### src/rtl/apb_pkg.sv
// Shared types for the APB master / register-bank pair: command encodings,
// master FSM states and the slave wait-counter width.
package apb_pkg;

   typedef enum logic [1:0] {
      CMD_IDLE  = 2'b00,
      CMD_READ  = 2'b01,
      CMD_WRITE = 2'b11
   } cmd_e;

   typedef enum logic [1:0] {
      ST_IDLE   = 2'b00,
      ST_SETUP  = 2'b01,
      ST_ACCESS = 2'b10
   } apb_state_e;

   localparam int WAIT_W = 4;

endpackage

### src/rtl/apb_regbank_slave.sv
// APB register-bank slave: programmable wait states, byte-strobed writes,
// and PSLVERR on indices beyond the implemented register count.
module apb_regbank_slave
   import apb_pkg::*;
#(
   parameter int DATA_W      = 32,
   parameter int ADDR_W      = 4,
   parameter int NUM_REGS    = 8,
   parameter int WAIT_STATES = 1
) (
   input  logic                pclk,
   input  logic                preset,
   input  logic                psel,
   input  logic                penable,
   input  logic                pwrite,
   input  logic [ADDR_W-1:0]   paddr,
   input  logic [DATA_W-1:0]   pwdata,
   input  logic [DATA_W/8-1:0] pstrb,
   output logic                pready,
   output logic [DATA_W-1:0]   prdata,
   output logic                pslverr
);

   localparam int               NBYTES = DATA_W / 8;
   localparam logic [ADDR_W:0]  NREGS  = NUM_REGS[ADDR_W:0];
   localparam logic [WAIT_W-1:0] WAIT_L = WAIT_STATES[WAIT_W-1:0];

   logic [WAIT_W-1:0] cnt_q, cnt_d;
   logic [DATA_W-1:0] regs_q [NUM_REGS];
   logic [DATA_W-1:0] regs_d [NUM_REGS];
   logic              in_range;
   logic              access;
   logic [DATA_W-1:0] rd_word;

   assign in_range = ({1'b0, paddr} < NREGS);
   assign access   = psel & penable;
   assign pready   = access & (cnt_q == WAIT_L);
   assign pslverr  = pready & ~in_range;
   assign prdata   = in_range ? rd_word : '0;

   // Wait counter: cleared during SETUP, counts ACCESS cycles, holds otherwise.
   always_comb begin
      cnt_d = cnt_q;
      if (psel && !penable) begin
         cnt_d = '0;
      end else if (access) begin
         cnt_d = cnt_q + WAIT_W'(1);
      end
   end

   // Register read mux and strobed write-next computation.
   always_comb begin
      rd_word = '0;
      for (int i = 0; i < NUM_REGS; i++) begin
         regs_d[i] = regs_q[i];
         if (paddr == i[ADDR_W-1:0]) begin
            rd_word = regs_q[i];
            if (pready && pwrite && in_range) begin
               for (int b = 0; b < NBYTES; b++) begin
                  if (pstrb[b]) begin
                     regs_d[i][8*b +: 8] = pwdata[8*b +: 8];
                  end
               end
            end
         end
      end
   end

   // Counter and register bank state; reset clears everything.
   always_ff @(posedge pclk or posedge preset) begin
      if (preset) begin
         cnt_q <= '0;
         for (int i = 0; i < NUM_REGS; i++) begin
            regs_q[i] <= '0;
         end
      end else begin
         cnt_q <= cnt_d;
         for (int i = 0; i < NUM_REGS; i++) begin
            regs_q[i] <= regs_d[i];
         end
      end
   end

endmodule

### src/rtl/apb_regbank_top.sv
// Command-port APB master driving the register-bank slave. One transfer in
// flight at a time; captured command fields stay stable SETUP through ACCESS.
module apb_regbank_top
   import apb_pkg::*;
#(
   parameter int DATA_W      = 32,
   parameter int ADDR_W      = 4,
   parameter int NUM_REGS    = 8,
   parameter int WAIT_STATES = 1
) (
   input  logic                pclk,
   input  logic                preset,
   input  logic [1:0]          cmd_i,
   input  logic [ADDR_W-1:0]   addr_i,
   input  logic [DATA_W-1:0]   wdata_i,
   input  logic [DATA_W/8-1:0] strb_i,
   output logic                ready_o,
   output logic                err_o,
   output logic [DATA_W-1:0]   rdata_o,
   output logic                busy_o
);

   apb_state_e          state_q, state_d;
   logic                write_q, write_d;
   logic [ADDR_W-1:0]   addr_q, addr_d;
   logic [DATA_W-1:0]   wdata_q, wdata_d;
   logic [DATA_W/8-1:0] strb_q, strb_d;
   logic                ready_q, ready_d;
   logic                err_q, err_d;
   logic [DATA_W-1:0]   rdata_q, rdata_d;

   logic                psel, penable, pready, pslverr;
   logic [DATA_W-1:0]   prdata;

   apb_regbank_slave #(
      .DATA_W      (DATA_W),
      .ADDR_W      (ADDR_W),
      .NUM_REGS    (NUM_REGS),
      .WAIT_STATES (WAIT_STATES)
   ) u_slave (
      .pclk    (pclk),
      .preset  (preset),
      .psel    (psel),
      .penable (penable),
      .pwrite  (write_q),
      .paddr   (addr_q),
      .pwdata  (wdata_q),
      .pstrb   (strb_q),
      .pready  (pready),
      .prdata  (prdata),
      .pslverr (pslverr)
   );

   assign ready_o = ready_q;
   assign err_o   = err_q;
   assign rdata_o = rdata_q;
   assign busy_o  = (state_q != ST_IDLE);

   // Master next-state, command capture, APB strobes and completion outputs.
   always_comb begin
      state_d = state_q;
      write_d = write_q;
      addr_d  = addr_q;
      wdata_d = wdata_q;
      strb_d  = strb_q;
      ready_d = 1'b0;
      err_d   = err_q;
      rdata_d = rdata_q;
      psel    = 1'b0;
      penable = 1'b0;
      case (state_q)
         ST_IDLE: begin
            if (cmd_i == CMD_READ || cmd_i == CMD_WRITE) begin
               write_d = (cmd_i == CMD_WRITE);
               addr_d  = addr_i;
               wdata_d = wdata_i;
               strb_d  = strb_i;
               state_d = ST_SETUP;
            end
         end
         ST_SETUP: begin
            psel    = 1'b1;
            state_d = ST_ACCESS;
         end
         ST_ACCESS: begin
            psel    = 1'b1;
            penable = 1'b1;
            if (pready) begin
               ready_d = 1'b1;
               err_d   = pslverr;
               if (!write_q && !pslverr) begin
                  rdata_d = prdata;
               end
               state_d = ST_IDLE;
            end
         end
         default: state_d = ST_IDLE;
      endcase
   end

   // Master state, capture and output registers.
   always_ff @(posedge pclk or posedge preset) begin
      if (preset) begin
         state_q <= ST_IDLE;
         write_q <= 1'b0;
         addr_q  <= '0;
         wdata_q <= '0;
         strb_q  <= '0;
         ready_q <= 1'b0;
         err_q   <= 1'b0;
         rdata_q <= '0;
      end else begin
         state_q <= state_d;
         write_q <= write_d;
         addr_q  <= addr_d;
         wdata_q <= wdata_d;
         strb_q  <= strb_d;
         ready_q <= ready_d;
         err_q   <= err_d;
         rdata_q <= rdata_d;
      end
   end

endmodule

### config.mk
export PLATFORM = sky130hd
export DESIGN_NAME = apb_regbank_top
export DESIGN_NICKNAME = d
export VERILOG_FILES = /design/src/rtl/apb_pkg.sv /design/src/rtl/apb_regbank_slave.sv /design/src/rtl/apb_regbank_top.sv
export SDC_FILE = /design/constraint.sdc
export NUM_CORES = 1
export LEC_CHECK = 0
export BUFFER_PORTS_ARGS = -buffer_cell sky130_fd_sc_hd__buf_2
export CAP_MARGIN = 0
export CORE_ASPECT_RATIO = 0.9
export CORE_MARGIN = 8
export CORE_UTILIZATION = 35
export CTS_BUF_LIST = sky130_fd_sc_hd__clkbuf_2 sky130_fd_sc_hd__clkbuf_4 sky130_fd_sc_hd__clkbuf_8
export DETAILED_ROUTE_END_ITERATION = 10
export PLACE_DENSITY_LB_ADDON = 0.25
export SLEW_MARGIN = 25
export SYNTH_ARGS = -nofsm -noshare
export SYNTH_HDL_FRONTEND = slang
export SYNTH_HIERARCHICAL = 1
export SYNTH_SLANG_ARGS = --single-unit
export TNS_END_PERCENT = 100
### constraint.sdc
create_clock -name pclk -period 8.34 [get_ports pclk]
set_input_delay 1.251 -clock pclk [delete_from_list [all_inputs] [get_ports pclk]]
set_output_delay 1.251 -clock pclk [all_outputs]
set_load 0.1 [all_outputs]
* After elaboration in Yosys (flattened, before gate mapping)
Cells that the tools add are included.
** Cells by class
- Bitwise logic cells :: 4
- Mux-type cells :: 18
- $add $sub $neg :: 1
- Equal/unequal tests :: 14
- Magnitude comparators :: 1
- Reductions and logical operators :: 49
** Operators by type and width (number)
- two-way mux 32 bit :: 9
- AND reduction 3 bit :: 33
- == test 4 x 3 -> 1 bit, second input constant :: 4
- == test 4 x 1 -> 1 bit, second input constant :: 2
- == test 4 x 2 -> 1 bit, second input constant :: 2
- two-way mux 4 bit :: 2
- one-hot mux 2 bit (3 select lines) :: 1
- AND reduction 2 bit :: 3
- adder 4 x 1 -> 4 bit, second input constant :: 1
- == test 2 x 1 -> 1 bit, second input constant :: 2
- == test 2 bit, second input constant :: 2
- logical AND 1 bit :: 4
- logical NOT 4 bit :: 1
- < comparator 4 bit, second input constant :: 1
- two-way mux 1 bit :: 4
- two-way mux 2 bit :: 2
- nonzero test 2 bit :: 2
- AND 1 bit :: 3
- logical NOT 1 bit :: 3
- logical NOT 2 bit :: 1
- inequality test 2 x 1 -> 1 bit, second input constant :: 1
- inequality test 2 bit, second input constant :: 1
- OR reduction 2 bit :: 1
- logical OR 1 bit :: 1
- inverter 1 bit :: 1
** Storage, ports and cells
- Flip-flop bits (word level) :: 337
- Bits of input ports :: 44
- Logic and storage cells :: 128
- Output and inout port bits :: 35

* Depth between registers and ports, before layout
- Depth in word-level cells :: 10
- Depth in mapped cells :: 9
- Depth with buffers taken out :: 7

* Hierarchy
Netlist, hierarchy kept.
** By module, submodules not included
- apb_regbank_slave :: cells each 927, area an instance 12280.5 µm², instances 1, seq. area each 6506.2 µm²
- apb_regbank_top :: cells each 175, area an instance 2935.3 µm², instances 1, seq. area each 1926.8 µm²

* Least setup slack after synthesis
Ideal clock, no wire load.
- Path type :: register to output
- Start point :: reg state_q[0]
- End point :: out busy_o
- Cell stages (with the launch flop) :: 4
- Path buffers :: 0
- Setup slack :: 5881 ps
- Arrival :: 1208 ps
- Required time :: 7089 ps
- Path through :: dfrtp_1 > inv_1 > ha_1 > inv_1
** On the way
- Longest elaborated chain between the ends :: 1
** Ends and longest elaborated chain
- start, declared :: line apb_regbank_top.sv:23 : apb_state_e state_q, state_d;
- start signal, assigned :: line apb_regbank_top.sv:113 : state_q <= state_d;
- nonzero test 2 bit :: line apb_regbank_top.sv:57 : assign busy_o = (state_q != ST_IDLE);
- end, declared :: line apb_regbank_top.sv:20 : output logic busy_o
No other way between the ends.

* Final worst setup path
- Start point :: reg addr_q[0]
- End point :: reg rdata_q[18] (netlist: rdata_o[18])
** On the way
- Longest elaborated chain between the ends :: 10
- Elaborated cells between the ends (all ways) :: 23
- Classes of those cells :: 1 x order compare; 7 x eq/ne; 9 x mux; 2 x bitwise; 4 x reduce/logical
** Ends and longest elaborated chain
- start, declared :: line apb_regbank_top.sv:25 : logic [ADDR_W-1:0] addr_q, addr_d;
- start signal, assigned :: line apb_regbank_top.sv:115 : addr_q <= addr_d;
- logical NOT 4 bit :: line apb_regbank_slave.sv:56 : if (paddr == i[ADDR_W-1:0]) begin
- two-way mux 32 bit (8 in a row) :: line apb_regbank_slave.sv:56
- two-way mux 32 bit (*) :: line apb_regbank_slave.sv:39 : assign prdata = in_range ? rd_word : '0;
- named net prdata[18] :: line apb_regbank_top.sv:33 : logic [DATA_W-1:0] prdata;
- end signal, assigned :: line apb_regbank_top.sv:120 : rdata_q <= rdata_d;
- end, declared :: line apb_regbank_top.sv:30 : logic [DATA_W-1:0] rdata_q, rdata_d;
The timed path passes the listed nets; every way through them passes the cells marked *.
A chain may end at the register's enable or synchronous reset.

==> results.toml <==
[critical_path]
crit_required_ns = 8.84
max_stage_delay_ns = 0.85
path_class = "reg2reg"
endpoint_kind = "flip-flop"
cp_slowest_cell = "buf_4"
crit_chain = "buf_4, nand2b_2, nand2_1, a221oi_1, o221ai_1, mux2_2"
critPathArrivalTime_ns = 4.05
cp-start-kind = "flip-flop"
worstPathMaxFanout = 61

[clock_tree]
cts_resized = 0
cts_hold_buffers = 0
cts_buffers = 56
cts_num_sinks = 337
cts_buffer_depth = 3
cts_tree = "done"
cts_setup_buffers = 0
clk_pin_slew_worst_paths_ns = 0.06
clk_latency_ns = 0.64
root_buffer = "clkbuf_8"
htreeDepth = 2

[sta]
slew_violations = 0
post-route-min-period_ns = 3.55
whs_ns = 0.491
rsz0062_at_grt = "no"
tightest_slew_ns = 1.05
fin_ws_ns = 4.79
period_share_pct = 42.6
finalSetupViolCount = 0
fmaxAchievable_mhz = 281
final-hold-violation-count = 0
setup_tns_ns = 0
relSlewSlack_pct = 29.8
finClkSkew_ns = 0.0298

[place]
io_buffers = 78
preCtsSetupSlack_ns = 4.89
placed_cells = 1694
hpwl_um = 24400
place_area_mm2 = 0.0162
place.gp.congestion = 0.739

[route]
drc = 0
dr.pass1.iters = 4
drt_iter0_drc = 582
ant_nets = 0
drt_wl_total_um = 40900
vias = 9626
vias_per_cell = 5.36
wl_per_cell_um = 22.8

[final_layout]
final_common_cell = "mux2_2"
num-nets-final = 1246
area_growth_pct = 14.7
diodes = 0
drive_above_1_share_pct = 47.7
final_cell_mix = "mux2_2 (350), dfrtp_1 (334), clkbuf_8 (81), buf_2 (78), mux2i_1 (54)"
fin_cells = 1797
finish.instance_area_mm2 = 0.0175

[die]
die_y_um = 214
core_mm2 = 0.0430
ioPinCount = 79
dieArea_mm2 = 0.0504
initial_core_util_pct = 35.4
num_rows = 72
dieWidth_um = 236

[global_routing]
first_global_vias = 10300
antenna_found_initial = 0
grt_pass1_wl_um = 63800
groute.usage.overall_pct = 16.3
grt_overflow = 0
grt_start_max_net_pins = 77

[power]
vdd_drop_max_v = 0.000290
p_leak_nw = 8.33
power.density_mw_per_mm2 = 280

[logic_synthesis]
syn_inst = 1102
synth_seq_cells = 337
netlist_area_mm2 = 0.0152
synthTopCellsByArea = "dfrtp_1 (55%), mux2_2 (26%), mux2i_1 (3.6%)"
netlist.top_cell.by_area = "dfrtp_1"
ys_seq_area_share_pct = 55.4
yosysWarnings = 6
netlist.area_leader.share_pct = 55.4
synth.net_count = 1151
synthDistinctLibCells = 39
syn_avg_cell_area_um2 = 13.8

[run_status]
run_status = "finished, final reports clean"

[min_path]
hold_class = "reg2reg"

[flow_run]
drv_cap = 0
## worst paths after layout
kind / slack, ns / cells after the start / from / to
max in group asynchronous: 6.34 / 3 / preset / u_slave/regs_q[192]
min in group asynchronous: 0.65 / 2 / preset / wdata_q[31]
min: 0.49 / 1 / rdata_o[10] / rdata_o[10]
max reg2reg: 4.79 / 6 / addr_q[0] / rdata_o[18]
max: 4.79 / 6 / addr_q[0] / rdata_o[18]
min reg2reg: 0.49 / 1 / rdata_o[10] / rdata_o[10]
## layer usage
layer / GRT usage [%] / routed length, um / up-vias
met5: 0 / 0 / -
met4: 5.68 / 1010 / 0
met3: 3.71 / 2210 / 65
met2: 25.0 / 18100 / 224
met1: 22.4 / 19500 / 5048
li1: - / - / 4289
## worst max-delay path: cells and delay by family, from the launching register on
kind | cells | cell delay (ns)
compound gates | 2 | 0.45
buf+inv | 1 | 0.85
mux | 1 | 0.29
simple gates | 2 | 0.97
flops | 1 | 0.78
## Yosys cell counts (all sizes together)
cell and instances:
inv 12, a21oi 5, or3 1, nand4 4
nand2b 1, mux2i 54, o21ai 47, a22o 3
nand3b 9, o22a 21, o211ai 11, mux2 352
and3b 2, buf 24, nor3 1, or2 2
o22ai 23, ha 5, o21a 1, and3 2
nor2 49, o221ai 9, clkbuf 30, nor2b 9
dfrtp 337, a32o 4, and2 3, a22oi 15
nand2 38, a221oi 28
## layout make-up
cell class                 instances  area [um^2]
fill                            4008        25500
sequential                       337         8440
multi-input combinational        699         6500
clock buffer                      99         1250
tap                              555          694
timing repair buffer              91          499
inverter                          12         50.0
clock inverter                     4         25.0
## flip-flops by register name (all words and copies together) (netlist names)
register / cells
state_q: 2
strb_q: 4
u_slave/cnt_q: 4
ready_o: 1
write_q: 1
u_slave/regs_q: 256
err_o: 1
wdata_q: 32
rdata_o: 32
addr_q: 4
## cell families after synthesis
group / after synthesis / synth area share [%]
buf+inv: 66 / 1.95
flops: 337 / 55.4
simple gates: 121 / 4.85
compound gates: 167 / 7.76
fa+ha+maj: 5 / 0.411
mux: 406 / 29.6
## per-stage QoR
| stage | utilization (%) | power [mW] |
|---|---|---|
| 2_1_floorplan | - | 2.85 |
| 3_3_place_gp | 37.6 | 3.28 |
| 3_5_place_dp | 37.6 | 3.29 |
| 4_1_cts | 40.6 | 4.93 |
| 5_1_grt | 40.6 | 5.13 |
| 6_report | 40.6 | 4.89 |
## where the power goes
group	total [mW]	switching (mW)	internal, mW
sequential	2.09	0.316	1.78
combinational	1.18	0.768	0.413
clock	1.61	0.681	0.932
No activity file was read; power rests on OpenSTA's default activity.
